File: src/rtl/dsp_adder_arbiter_if.sv
// rtl/dsp_adder_arbiter_if.sv - request/response handshake bundle for the two adder requesters
interface dsp_adder_arbiter_if;
   logic        req0_valid;
   logic        req0_ready;
   logic [31:0] req0_a;
   logic [31:0] req0_b;
   logic        req1_valid;
   logic        req1_ready;
   logic [31:0] req1_a;
   logic [31:0] req1_b;
   logic        resp0_valid;
   logic        resp0_ready;
   logic [31:0] resp0_sum;
   logic        resp1_valid;
   logic        resp1_ready;
   logic [31:0] resp1_sum;

   modport master (
      output req0_valid, req0_a, req0_b, req1_valid, req1_a, req1_b,
      output resp0_ready, resp1_ready,
      input  req0_ready, req1_ready,
      input  resp0_valid, resp0_sum, resp1_valid, resp1_sum
   );

   modport slave (
      input  req0_valid, req0_a, req0_b, req1_valid, req1_a, req1_b,
      input  resp0_ready, resp1_ready,
      output req0_ready, req1_ready,
      output resp0_valid, resp0_sum, resp1_valid, resp1_sum
   );
endinterface

File: src/rtl/dsp_adder_arbiter.sv
// rtl/dsp_adder_arbiter.sv - round-robin sharing of one pipelined DSP adder between two requesters
module dsp_adder_arbiter #(
   parameter int LATENCY = 1
) (
   input  logic                  clk,
   input  logic                  reset,
   dsp_adder_arbiter_if.slave    bus,
   output logic [31:0]           adder_in1,
   output logic [31:0]           adder_in2,
   input  logic [31:0]           adder_out,
   output logic                  busy
);

   typedef enum logic [1:0] {IDLE, WAIT, DONE} state_t;

   localparam logic [2:0] LAT = 3'(LATENCY);

   state_t      state;
   state_t      state_nx;
   logic [2:0]  cnt;
   logic        owner;
   logic        last_grant;
   logic        grant_valid;
   logic        grant;
   logic [31:0] sum0;
   logic [31:0] sum1;

   assign bus.resp0_valid = (state == DONE) && !owner;
   assign bus.resp1_valid = (state == DONE) && owner;
   assign bus.resp0_sum   = sum0;
   assign bus.resp1_sum   = sum1;

   always_comb begin
      state_nx       = state;
      grant_valid    = 1'b0;
      grant          = 1'b0;
      bus.req0_ready = 1'b0;
      bus.req1_ready = 1'b0;
      case (state)
         IDLE: begin
            // on a tie the requester that did not win last time goes first
            if (bus.req0_valid && bus.req1_valid) begin
               grant_valid = 1'b1;
               grant       = ~last_grant;
            end else if (bus.req0_valid) begin
               grant_valid = 1'b1;
               grant       = 1'b0;
            end else if (bus.req1_valid) begin
               grant_valid = 1'b1;
               grant       = 1'b1;
            end
            if (grant_valid) begin
               state_nx       = WAIT;
               bus.req0_ready = !grant;
               bus.req1_ready = grant;
            end
         end
         WAIT: begin
            if (cnt == LAT) state_nx = DONE;
         end
         DONE: begin
            if (owner ? bus.resp1_ready : bus.resp0_ready) state_nx = IDLE;
         end
         default: state_nx = IDLE;
      endcase
   end

   always_ff @(posedge clk) begin
      if (reset) begin
         state      <= IDLE;
         cnt        <= 3'd0;
         owner      <= 1'b0;
         last_grant <= 1'b1;
         adder_in1  <= 32'd0;
         adder_in2  <= 32'd0;
         sum0       <= 32'd0;
         sum1       <= 32'd0;
         busy       <= 1'b0;
      end else begin
         state <= state_nx;
         busy  <= (state_nx != IDLE);
         case (state)
            IDLE: begin
               if (grant_valid) begin
                  adder_in1  <= grant ? bus.req1_a : bus.req0_a;
                  adder_in2  <= grant ? bus.req1_b : bus.req0_b;
                  owner      <= grant;
                  last_grant <= grant;
                  cnt        <= 3'd0;
               end
            end
            WAIT: begin
               cnt <= cnt + 3'd1;
               // operands have been stable for LATENCY edges, so adder_out now matches them
               if (cnt == LAT) begin
                  if (owner) sum1 <= adder_out;
                  else       sum0 <= adder_out;
               end
            end
            default: ;
         endcase
      end
   end

endmodule

File: src/flat_wrapper.sv
// flat-port wrapper written by rule: the top's interface ports become plain ports
module dsp_adder_arbiter_flat 
#(
   parameter int LATENCY = 1
)
  (clk, reset, adder_in1, adder_in2, adder_out, busy, bus_req0_valid, bus_req0_a, bus_req0_b, bus_req1_valid, bus_req1_a, bus_req1_b, bus_resp0_ready, bus_resp1_ready, bus_req0_ready, bus_req1_ready, bus_resp0_valid, bus_resp0_sum, bus_resp1_valid, bus_resp1_sum);
  dsp_adder_arbiter_if bus_i ();
  input  logic clk;
  input  logic reset;
  output logic [31:0] adder_in1;
  output logic [31:0] adder_in2;
  input  logic [31:0] adder_out;
  output logic busy;
  input wire logic [$bits(bus_i.req0_valid)-1:0] bus_req0_valid;
  input wire logic [$bits(bus_i.req0_a)-1:0] bus_req0_a;
  input wire logic [$bits(bus_i.req0_b)-1:0] bus_req0_b;
  input wire logic [$bits(bus_i.req1_valid)-1:0] bus_req1_valid;
  input wire logic [$bits(bus_i.req1_a)-1:0] bus_req1_a;
  input wire logic [$bits(bus_i.req1_b)-1:0] bus_req1_b;
  input wire logic [$bits(bus_i.resp0_ready)-1:0] bus_resp0_ready;
  input wire logic [$bits(bus_i.resp1_ready)-1:0] bus_resp1_ready;
  output wire logic [$bits(bus_i.req0_ready)-1:0] bus_req0_ready;
  output wire logic [$bits(bus_i.req1_ready)-1:0] bus_req1_ready;
  output wire logic [$bits(bus_i.resp0_valid)-1:0] bus_resp0_valid;
  output wire logic [$bits(bus_i.resp0_sum)-1:0] bus_resp0_sum;
  output wire logic [$bits(bus_i.resp1_valid)-1:0] bus_resp1_valid;
  output wire logic [$bits(bus_i.resp1_sum)-1:0] bus_resp1_sum;
  assign bus_i.req0_valid = bus_req0_valid;
  assign bus_i.req0_a = bus_req0_a;
  assign bus_i.req0_b = bus_req0_b;
  assign bus_i.req1_valid = bus_req1_valid;
  assign bus_i.req1_a = bus_req1_a;
  assign bus_i.req1_b = bus_req1_b;
  assign bus_i.resp0_ready = bus_resp0_ready;
  assign bus_i.resp1_ready = bus_resp1_ready;
  assign bus_req0_ready = bus_i.req0_ready;
  assign bus_req1_ready = bus_i.req1_ready;
  assign bus_resp0_valid = bus_i.resp0_valid;
  assign bus_resp0_sum = bus_i.resp0_sum;
  assign bus_resp1_valid = bus_i.resp1_valid;
  assign bus_resp1_sum = bus_i.resp1_sum;
  dsp_adder_arbiter #(.LATENCY(LATENCY)) u_core (.clk(clk), .reset(reset), .bus(bus_i), .adder_in1(adder_in1), .adder_in2(adder_in2), .adder_out(adder_out), .busy(busy));
endmodule
File: config.mk
export PLATFORM = sky130hd
export DESIGN_NAME = dsp_adder_arbiter_flat
export DESIGN_NICKNAME = d
export VERILOG_FILES = /design/src/rtl/dsp_adder_arbiter_if.sv /design/src/rtl/dsp_adder_arbiter.sv /design/src/flat_wrapper.sv
export SDC_FILE = /design/constraint.sdc
export NUM_CORES = 1
export LEC_CHECK = 0
export ABC_AREA = 1
export BUFFER_PORTS_ARGS = -buffer_cell sky130_fd_sc_hd__buf_2
export CAP_MARGIN = 5
export CORE_AREA = 3 3 125 127
export DETAILED_ROUTE_END_ITERATION = 8
export DIE_AREA = 0 0 128 130
export PLACE_DENSITY = 0.76
export SLEW_MARGIN = 20
export SYNTH_ARGS = -nofsm -noshare
export SYNTH_HDL_FRONTEND = slang
export SYNTH_SLANG_ARGS = --single-unit
File: constraint.sdc
create_clock -name clk -period 1.4 [get_ports clk]
set_input_delay 0.07 -clock clk [delete_from_list [all_inputs] [get_ports clk]]
set_output_delay 0.07 -clock clk [all_outputs]
set_load 0.01 [all_outputs]
* After elaboration in Yosys (flattened, before gate mapping)
Cells that the tools add are included.
** Storage, ports and cells
- Register bits after elaboration :: 136
- Input bits :: 166
- Output and inout bits :: 133
- Word-level logic and storage cells :: 50
** Cells by class
- Add/sub/neg operators :: 1
- Equal/unequal tests :: 4
- Mux-type cells :: 22
- Bitwise operators :: 2
- Reductions and logical operators :: 12
** Operator list (number)
- $mux 32 :: 2
- $mux 1 :: 14
- $mux 2 :: 3
- $pmux 2 s3 :: 1
- $pmux 3 s2 :: 1
- $reduce_and 3->1 :: 2
- $reduce_and 2->1 :: 2
- $reduce_bool 2->1 :: 2
- $add 3x1->3 const B :: 1
- $eq 3x1->1 const B :: 1
- $logic_and 1x1->1 :: 3
- $mux 3 :: 1
- $eq 2x1->1 const B :: 1
- $eq 2x2->1 const B :: 1
- $logic_not 1->1 :: 2
- $logic_not 2->1 :: 1
- $ne 2x1->1 const B :: 1
- $not 1->1 :: 2

* Logic depth before layout (Yosys ltp)
- Depth in word-level cells :: 7
- Depth in mapped cells :: 9

* Least setup slack after synthesis
OpenSTA, ideal clock, no wires.
- Kind :: register to register
- Start :: register u_core.cnt[0]
- End :: register u_core.sum0[0] (netlist: u_core.bus.resp0_sum[0])
- Setup time :: 0.116 ns
- Arrival time :: 1.215 ns
- Required time :: 1.284 ns
- Path slack :: 0.069 ns
- Cell stages (with the launch flop) :: 8
- Buffers on the path :: 1
- Clock period less this slack :: 1.331 ns
- Path through :: dfxtp_1 ha_1 nand2_1 nor2_4 nand2_2 clkbuf_1 o21ai_0 nor2_1
** Between the ends
- Cells in the longest elaborated chain, start to end :: 2
** Ends and longest elaborated chain
- from (decl) :: RTL line dsp_adder_arbiter.sv:20 : logic [2:0] cnt;
- from (signal assigned) :: RTL line dsp_adder_arbiter.sv:93 : cnt <= cnt + 3'd1;
- $eq 3x1->1 :: RTL line dsp_adder_arbiter.sv:95 : if (cnt == LAT) begin
- $reduce_and 3->1 (no source line)
- to (signal assigned) :: RTL line dsp_adder_arbiter.sv:97 : else sum0 <= adder_out;
- to (decl) :: RTL line dsp_adder_arbiter.sv:25 : logic [31:0] sum0;
No other way between the ends.
A chain may end at the register's enable or synchronous reset.

* Final worst setup path
- Start :: register u_core.state[0]
- End :: register u_core.adder_in1[16]
** Between the ends
- Cells in the longest elaborated chain, start to end :: 3
- Elaborated cells between the ends (all ways) :: 5
- Those cells by class :: mux (3); reduce/logical (2)
** Ends and longest elaborated chain
- from (decl) :: RTL line dsp_adder_arbiter.sv:18 : state_t state;
- from (signal assigned) :: RTL line dsp_adder_arbiter.sv:80 : state <= state_nx;
- $logic_not 2->1 (*) :: RTL line dsp_adder_arbiter.sv:39, dsp_adder_arbiter.sv:82
- $mux 1 :: RTL line dsp_adder_arbiter.sv:39 : case (state)
- $mux 32 or $reduce_and 2->1 (tied branches)
- to (signal assigned) :: RTL line dsp_adder_arbiter.sv:85 : adder_in1 <= grant ? bus.req1_a : bus.req0_a;
- to (decl) :: RTL line dsp_adder_arbiter.sv:8 : output logic [31:0] adder_in1,
Mark *: on every way between the ends. The rest lies on a longest branch, timed or not.

==> flow_metrics.tcl <==
set metrics [dict create \
    numClockSinks 136 \
    fmax_mhz 654.5 \
    die_y_um 130 \
    synth_cell_type_count 20 \
    cts-root-buf "clkbuf_16" \
    clkTransAtPathRegs_ps 60 \
    drc_errors 0 \
    fin_hold_ws_ps 14.82 \
    setup_viol 42 \
    wirelength_um 23600 \
    period_needed_ps 1528 \
    wl_per_cell_um 15.52 \
    grt_pass1_wl_um 34710 \
    crit_path_frequent_cell "nand2_1" \
    synth_compound_area_share_pct 9.596 \
    synth-seq-area-share_pct 45.79 \
    crit_path_max_incr_delay_ps 360 \
    worstSetupPathType "reg -> reg" \
    rsz0062_at_grt "yes" \
    post-route-util_pct 69.96 \
    hold_viol 0 \
    syn-instance-count 890 \
    synth-simple-area-share_pct 34.11 \
    numCtsBuffers 17 \
    port_buffers 298 \
    synth_top_cell_by_area "dfxtp_1" \
    grt-ovfl-total 0 \
    die-width_um 128 \
    rrSetupSlack_ps -130 \
    synth_area_um2 5946 \
    violations "negative setup slack" \
    grt_max_degree 74 \
    drv_slew 0 \
    drt_iter0_drc 558 \
    initial_core_util_pct 40.91 \
    outcome "finished with violations" \
    nFillCells 1029 \
    antenna_left 0 \
    cap_violations 0 \
    yosysWarningCount 0 \
    synth_top_area_share_pct 45.79 \
    required_ps 1710 \
    rows 44 \
    vias 7642 \
    antenna_found_initial 2 \
    min_path_type "in -> reg" \
    cp_cell_sequence "nor2_4 -> nand3_4 -> buf_12 -> buf_4 -> clkbuf_16 -> nand2_1 -> nand3_1 -> nand2_1 -> inv_1" \
    dieArea_um2 16640 \
    core_um2 14530 \
    power_mw 11.81 \
    vias_per_cell 5.024 \
    holdPathStages 5 \
    synth_adder_area_share_pct 0.4209 \
    end_kind "flip-flop" \
    h-tree-depth 4 \
    setup_ws_ps -127.8 \
    cts_tree "built" \
    syn_nets 1058 \
    synth_top_family_by_area "simple AND/OR/NAND/NOR gates" \
    clockBufferDepth 2 \
    synth_xor_area_share_pct 0 \
    synthMuxAreaShare_pct 0 \
    gp_congestion 0.8705 \
    grt_use_total_pct 25.92 \
    p_leak_nw 5.260 \
    dpl.hpwl_um 13400 \
    arrival_ps 1840 \
    nets 1491 \
    drive_above_1_share_pct 33.68 \
    reg2regPathDepth 9 \
    area_growth_pct 71.00 \
    vdd_drop_max_v 0.0007230 \
    grt_pass1_vias 7331 \
    worstPathMaxFanout 11 \
    tightest_slew_ps 372.3 \
    ys_ff_latch 136 \
    drt_pass1_iterations 5 \
    relSlewSlack_pct 75.18 \
    period_share_pct 109.1 \
    clk_latency_ps 410 \
    avgSynthCellArea_um2 6.681 \
    pin_count 299 \
    crit_path_top_delay_cell "dfxtp_4" \
    ys_top_cells_by_area "dfxtp_1, nand2_1, nand3_1" \
    cellPowerDensity_nw_per_um2 1162 \
    pre_cts_ws_ps -5.817 \
    fin_skew_ps 6.701 \
    start_kind "flip-flop" \
]
## repair_timing
action,4_1_cts,5_1_grt
cloned,2,4
setup buffers,8,5
pin swaps,5,13
endpoints found under the hold margin,126,0
endpoints found under the setup margin,26,122
gates resized for setup,36,80
hold buffers,123,0
## per-layer routing
layer	track usage, %	share of wire, %
met1	27.72	36
met2	45.87	52
met3	7.327	8.6
met4	14.92	4.0
met5	0	0.089
## cells by family after synthesis
family,count (synthesis)
adders and majority gates,2
AOI/OAI and AO/OA,113
buffers and inverters,139
and+or+nand+nor,500
DFF,136
## synthesized netlist by cell type
cell and n:
clkinv_1 1, clkbuf_1 27, nor2_4 2, o21ai_0 34, inv_2 3, ha_1 2, nand3_1 104, buf_4 5
inv_1 75, a21oi_1 77, nand2_1 277, buf_6 4, nand3b_1 1, dfxtp_1 136, a211oi_1 1, buf_2 23
o21a_1 1, buf_1 1, nand2_2 1, nor2_1 115
## layout make-up
cell class,count,area [um^2],share of cell area [%]
diodes,1,2.502,0.02461
clock buffers,17,425.4,4.184
clock inverters,15,153.9,1.514
inverters,79,319.1,3.138
multi-input cells,615,2858,28.11
flip-flops and latches,136,2734,26.89
well taps,184,230.2,2.264
repair buffers,474,3445,33.88
## stage by stage
stage / TNS, ps / instances / instance area [um^2]
3_3_place_gp: 0 / 1347 / 7760
2_1_floorplan: 0 / 890 / 5946
3_5_place_dp: -10.98 / 1347 / 7760
5_1_grt: -8628 / 1520 / 10160
4_1_cts: -1487 / 1512 / 9804
6_report: -2302 / 1521 / 10170
## sequential cells by signal (all words and copies together), names as in the netlist
signal / count
u_core.adder_in1: 32
u_core.adder_in2: 32
u_core.bus.resp0_sum: 32
u_core.bus.resp1_sum: 32
u_core.busy: 1
u_core.cnt: 3
u_core.last_grant: 1
u_core.owner: 1
u_core.state: 2
## critical path, delay by kind of cell, from the launching register on
kind          cells  cell delay [ps]
simple gates      5              540
buf+inv           4              520
flops             1              360
## worst paths after layout
| kind | from | to |
|---|---|---|
| max | u_core.state[0] | u_core.adder_in1[16] |
| min | bus_req0_b[11] | u_core.adder_in2[11] |
| max reg2reg | u_core.state[0] | u_core.adder_in1[16] |
| min reg2reg | u_core.bus.resp1_sum[12] | u_core.bus.resp1_sum[12] |
## where the power goes
part,switching (mW),internal [mW]
Combinational,1.60,1.37
Clock,1.92,2.52
Sequential,0.195,4.20
Total,3.72,8.09
## layout by cell type (no fill, tap or decap), types with 15 or more instances in the layout
cell type and instances:
nand3_1 99, nor2_1 97, inv_1 71, a21oi_1 62
nand2_1 267, buf_2 295, a21oi_2 15, buf_4 26
clkbuf_16 20, o21ai_0 21, dlygate4sd3_1 123, dfxtp_1 131
Note: power is estimated with default switching activity, not from simulation.
